File: config.mk
export PLATFORM = sky130hd
export DESIGN_NAME = neuron_mac_accumulator
export DESIGN_NICKNAME = d
export VERILOG_FILES = /design/src/rtl/neuron_pkg.sv /design/src/rtl/multiplier_4bit.sv /design/src/rtl/neuron_mac_accumulator.sv
export SDC_FILE = /design/constraint.sdc
export NUM_CORES = 1
export LEC_CHECK = 0
export ABC_AREA = 1
export CORE_ASPECT_RATIO = 0.9
export CORE_UTILIZATION = 56
export DETAILED_ROUTE_END_ITERATION = 10
export MAX_ROUTING_LAYER = met4
export PLACE_DENSITY = 0.79
export SLEW_MARGIN = 20
export SYNTH_ARGS = -nofsm -noshare
export SYNTH_HDL_FRONTEND = slang
export SYNTH_SLANG_ARGS = --single-unit
export TNS_END_PERCENT = 100
File: constraint.sdc
create_clock -name clk -period 3.2 [get_ports clk]
set_input_delay 0.64 -clock clk [delete_from_list [all_inputs] [get_ports clk]]
set_output_delay 0.64 -clock clk [all_outputs]
set_load 0.02 [all_outputs]
File: src/rtl/neuron_pkg.sv
// Shared types and constants for the neuron MAC datapath.
package neuron_pkg;

    localparam int OPERAND_W = 4;
    localparam int PRODUCT_W = 8;

    typedef enum logic [1:0] {
        ACCUM = 2'd0,
        DRAIN = 2'd1,
        DONE  = 2'd2
    } mac_state_e;

    function automatic int count_w(input int max_terms);
        return $clog2(max_terms) + 1;
    endfunction

endpackage

File: src/rtl/multiplier_4bit.sv
// Combinational 4x4 unsigned multiplier producing a full-width 8-bit product.
module multiplier_4bit
    import neuron_pkg::*;
(
    input  logic [OPERAND_W-1:0] a_i,
    input  logic [OPERAND_W-1:0] b_i,
    output logic [PRODUCT_W-1:0] product_o
);

    assign product_o = PRODUCT_W'(a_i) * PRODUCT_W'(b_i);

endmodule

File: src/rtl/neuron_mac_accumulator.sv
// Streaming multiply-accumulate stage with valid/ready on both sides.
// Optional signed bias with ReLU clamp enabled by macro NEURON_MAC_RELU_BIAS_EN.
module neuron_mac_accumulator
    import neuron_pkg::*;
#(
    parameter int MAX_TERMS = 16,
    parameter int ACC_W     = 12
)(
    input  logic                          clk,
    input  logic                          rst,
    input  logic                          in_valid,
    output logic                          in_ready,
    input  logic [OPERAND_W-1:0]          in_a,
    input  logic [OPERAND_W-1:0]          in_w,
    input  logic                          in_last,
    output logic                          out_valid,
    input  logic                          out_ready,
    output logic [ACC_W-1:0]              out_sum,
    output logic [count_w(MAX_TERMS)-1:0] out_terms,
    output logic                          out_ovf
`ifdef NEURON_MAC_RELU_BIAS_EN
    ,
    input  logic signed [ACC_W:0]         bias
`endif
);

    localparam int CNT_W = count_w(MAX_TERMS);
    localparam logic [ACC_W-1:0] ACC_MAX = {ACC_W{1'b1}};

    function automatic logic [ACC_W-1:0] sat_add(input logic [ACC_W-1:0] a,
                                                 input logic [PRODUCT_W-1:0] p);
        logic [ACC_W:0] s;
        s = {1'b0, a} + {{(ACC_W + 1 - PRODUCT_W){1'b0}}, p};
        return s[ACC_W] ? ACC_MAX : s[ACC_W-1:0];
    endfunction

    mac_state_e           state_q;
    logic [PRODUCT_W-1:0] prod_s;
    logic [PRODUCT_W-1:0] prod_q;
    logic                 prod_vld_q;
    logic                 prod_last_q;
    logic [ACC_W-1:0]     acc_q;
    logic [ACC_W-1:0]     acc_d;
    logic [ACC_W-1:0]     acc_sum_s;
    logic [ACC_W-1:0]     fin_sum_d;
    logic [CNT_W-1:0]     count_q;
    logic                 ovf_sticky_q;
    logic                 in_ready_q;
    logic                 out_valid_q;
    logic [ACC_W-1:0]     out_sum_q;
    logic [CNT_W-1:0]     out_terms_q;
    logic                 out_ovf_q;
    logic                 accept_s;
    logic                 at_limit_s;
    logic                 close_s;
`ifdef NEURON_MAC_RELU_BIAS_EN
    logic signed [ACC_W:0]   bias_q;
    logic signed [ACC_W+1:0] biased_s;
`endif

    multiplier_4bit u_mul (
        .a_i       (in_a),
        .b_i       (in_w),
        .product_o (prod_s)
    );

    assign accept_s   = in_valid && in_ready_q;
    assign at_limit_s = (count_q == CNT_W'(MAX_TERMS - 1));
    assign close_s    = in_last || at_limit_s;

    // Next accumulator value and the closing sum produced in DRAIN.
    always_comb begin
        acc_sum_s = sat_add(acc_q, prod_q);
        if (prod_vld_q && !prod_last_q) begin
            acc_d = acc_sum_s;
        end else begin
            acc_d = acc_q;
        end
`ifdef NEURON_MAC_RELU_BIAS_EN
        biased_s = $signed({2'b00, (prod_vld_q ? acc_sum_s : acc_q)})
                 + $signed({bias_q[ACC_W], bias_q});
        if (biased_s[ACC_W+1]) begin
            fin_sum_d = {ACC_W{1'b0}};
        end else if (biased_s[ACC_W]) begin
            fin_sum_d = ACC_MAX;
        end else begin
            fin_sum_d = biased_s[ACC_W-1:0];
        end
`else
        if (prod_vld_q) begin
            fin_sum_d = acc_sum_s;
        end else begin
            fin_sum_d = acc_q;
        end
`endif
    end

    // MAC control FSM with product pipe, accumulator and registered outputs.
    always_ff @(posedge clk) begin
        if (rst) begin
            state_q      <= ACCUM;
            prod_q       <= {PRODUCT_W{1'b0}};
            prod_vld_q   <= 1'b0;
            prod_last_q  <= 1'b0;
            acc_q        <= {ACC_W{1'b0}};
            count_q      <= {CNT_W{1'b0}};
            ovf_sticky_q <= 1'b0;
            in_ready_q   <= 1'b1;
            out_valid_q  <= 1'b0;
            out_sum_q    <= {ACC_W{1'b0}};
            out_terms_q  <= {CNT_W{1'b0}};
            out_ovf_q    <= 1'b0;
`ifdef NEURON_MAC_RELU_BIAS_EN
            bias_q       <= {(ACC_W + 1){1'b0}};
`endif
        end else begin
            case (state_q)
                ACCUM: begin
                    acc_q      <= acc_d;
                    prod_vld_q <= accept_s;
                    if (accept_s) begin
                        prod_q      <= prod_s;
                        prod_last_q <= close_s;
                        count_q     <= count_q + CNT_W'(1);
`ifdef NEURON_MAC_RELU_BIAS_EN
                        if (count_q == {CNT_W{1'b0}}) begin
                            bias_q <= bias;
                        end
`endif
                        // Hitting the term limit without last closes the sum early.
                        if (at_limit_s && !in_last) begin
                            ovf_sticky_q <= 1'b1;
                        end
                        if (close_s) begin
                            in_ready_q <= 1'b0;
                            state_q    <= DRAIN;
                        end
                    end
                end
                DRAIN: begin
                    out_sum_q   <= fin_sum_d;
                    out_terms_q <= count_q;
                    out_ovf_q   <= ovf_sticky_q;
                    out_valid_q <= 1'b1;
                    prod_vld_q  <= 1'b0;
                    prod_last_q <= 1'b0;
                    state_q     <= DONE;
                end
                DONE: begin
                    if (out_ready) begin
                        acc_q        <= {ACC_W{1'b0}};
                        count_q      <= {CNT_W{1'b0}};
                        ovf_sticky_q <= 1'b0;
                        out_valid_q  <= 1'b0;
                        in_ready_q   <= 1'b1;
                        state_q      <= ACCUM;
                    end
                end
                default: begin
                    state_q <= ACCUM;
                end
            endcase
        end
    end

    assign in_ready  = in_ready_q;
    assign out_valid = out_valid_q;
    assign out_sum   = out_sum_q;
    assign out_terms = out_terms_q;
    assign out_ovf   = out_ovf_q;

endmodule

==> out/metrics.csv <==
metric;value;unit
period_needed;3.020;ns
critical_path.cell_chain;clkdlybuf4s50_1 > nand2_1 > fa_1 > inv_1 > fa_1 > ha_1 > nand3_1 > nand3_2 > a21o_1 > a21oi_2 > inv_1 > nand2_1 > nand3_1 > nand2_1 > inv_1;
wl;6726;um
syn_nets;474;
wl_per_cell;12.50;um
drt_first_pass_iters;4;
fmax;331.1;MHz
htreeDepth;2;
setup_viol;0;
grt_max_degree;33;
die_y;71.60;um
clkSlewWorstSetupHoldPaths;0.09;ns
start_util;60.10;%
arrival;3.24;ns
track_usage;26.69;%
via_per_inst;5.257;
synthCells;434;
setup_tns;0;ns
critPathBufInv;4;
cts_max_path_buffers;2;
hold_buffers;0;
cts_tree;done;
crit_type;input pin to flop;
reg2reg_depth;10;
crit_slowest_cell;fa_1;
maxCapViolCount;0;
hp-class;flop to flop;
crit_fanout;2;
critPathMaxStageDelay;0.49;ns
drtIter0Drc;224;
area_growth_syn_to_layout;18.72;%
drive_gt1_share;10.15;%
power.density;408.7;nW/um^2
relSlewSlack;42.69;%
antenna_left;0;
gp_congestion;0.8448;
fin_worst_skew;0.004894;ns
synth_seq_area_share;33.21;%
dp.cells;530;
grt_pass1_wl;11630;um
syn_area;3014;um^2
cts_buffers;5;
yosys_warnings;0;
nNetsFinal;512;
grt_overflow_total;0;
drcViolationCount;0;
synth_seq_cells;50;
period_share;94.38;%
num_vias;2828;
cp.required;3.42;ns
dieArea;5680;um^2
synth-async-reset-ratio;0;%
grt_pass1_vias;2778;
timing_hold_violations_final;0;
cts.sinks;50;
fin_cells;538;
rows;24;
final_max_slew_viol_count;0;
utilization;71.36;%
ys.flop_type;dfxtp_1;
ff2ff_setup_slack;1.00;ns
r2r-start;prod_q[0];
antenna_cells;0;
cp-start-kind;input pin;
fill_cells;426;
synth_edf_count;0;
yosysUniqueCellTypes;31;
p_leak;1.706;nW
critPathTopFamily;adder cells;
regToRegEndpoint;out_sum[6];
clkLatencyLatePin;0.31;ns
status;completed;
vdd_drop_max;0.2868;mV
die_width;79.34;um
avgSynthCellArea;6.945;um^2
p_total;1.462;mW
coreArea;5015;um^2
hpwl;4953;um
hold-path-endpoint;out_sum[5];
min-delay-start;out_sum[5];
port_buffers;32;
cp-end-kind;flop;
cts-root-buf;clkbuf_8;
antenna_found_initial;0;
whs_path_depth;2;
tightest_slew;0.8565;ns
io_pins;33;
what timing repair did:
item                                    4_1_cts  5_1_grt
setup buffers                                 0        0
endpoints found under the setup margin        0        3
gates resized for setup                       0        9
report_power, final:
part / internal, mW / leakage [nW] / total, mW / switching (mW)
Clock: 0.199 / 0.0544 / 0.418 / 0.220
Combinational: 0.145 / 1.24 / 0.353 / 0.208
Sequential: 0.661 / 0.407 / 0.691 / 0.0298
Total: 1.00 / 1.71 / 1.46 / 0.458
sequential cells by signal, indices dropped and copies added, names as in the netlist:
signal	flops
out_terms	5
out_ovf	1
prod_q	8
count_q	5
in_ready	1
prod_vld_q	1
out_sum	12
ovf_sticky_q	1
state_q	2
out_valid	1
prod_last_q	1
acc_q	12
stage by stage:
stage	hold slack (ns)	instance area, um^2	worst slack, ns
after CTS	0.4723	3555	0.04272
after global routing	0.4878	3578	-0.01361
after global placement	0.4504	3450	-0.2326
after detailed placement	0.4582	3450	-0.2851
after floorplan	0.4374	3014	0.3103
final	0.4678	3578	0.1800
cell usage after synthesis (4+ instances only):
cell        n  area (um^2)
a21oi_1    43        215.2
o21ai_1     9        45.04
clkbuf_1    7        26.28
ha_1       22        275.3
dfxtp_1    50         1001
inv_1      56        210.2
nand2_1   101        379.1
nand3_1    20        100.1
nand2_2     8        50.05
nand3_2     4        40.04
buf_2       6        30.03
nor2_1     48        180.2
fa_1        5        100.1
nor3_1      6        30.03
nand4_1     4        25.02
o21ai_0    17        85.08
placed cells by master, fill, tap and decap left out, drive strengths merged:
cell type,n
inv,58
xor2,3
clkdlybuf4s50,28
buf,14
nand2,110
dfxtp,50
o211ai,2
a21o,2
nor2,51
ha,22
xnor2,3
dlymetal6s2s,4
nand3b,1
fa,5
nand3,24
o21bai,3
a21oi,46
a211oi,2
o21ai,26
clkbuf,7
clkinv,1
nand4,4
nor3,7
worst max path at each step:
stage | start | end | slack (ns) | cells past startpoint
6_report | in_a[1] | prod_q[7] | 0.18 | 15
5_1_grt | in_w[2] | prod_q[7] | -0.01 | 15
4_1_cts | in_a[0] | prod_q[7] | 0.04 | 15
3_5_place_dp | in_a[0] | prod_q[7] | -0.29 | 15
3_3_place_gp | in_a[0] | prod_q[7] | -0.23 | 15
2_1_floorplan | in_a[0] | prod_q[7] | 0.31 | 14
kinds of logic after synthesis:
family,share of synthesized area [%]
adder cells (fa/ha/maj),12.45
buffers and inverters,9.589
XOR/XNOR,1.744
AO/OA/AOI/OAI,14.57
AND/OR/NAND/NOR,28.43
flip-flops,33.21
per-layer routing:
metal  vias up  share of wire, %  track usage [%]
met5         -                 0                -
li1       1461                 -                -
met1      1294                46            30.06
met2        58                49            47.22
met3        15               3.0            5.223
met4         0               2.2            8.889
area by class of cell:
type / instances / area (um^2) / share of cell area (%)
clock inverters: 1 / 8.758 / 0.2448
inverters: 58 / 217.7 / 6.084
flip-flops and latches: 50 / 1001 / 27.97
well taps: 65 / 81.33 / 2.273
clock buffers: 7 / 96.34 / 2.692
repair buffers: 46 / 435.4 / 12.17
multi-input cells: 311 / 1738 / 48.57
tightest hold or removal path: cells and delay by family (launching register included):
kind / cells / cell delay, ns
AND/OR/NAND/NOR: 1 / 0.06
flip-flops: 1 / 0.32
AO/OA/AOI/OAI: 1 / 0.05
Power figures use the tool's default switching activity.
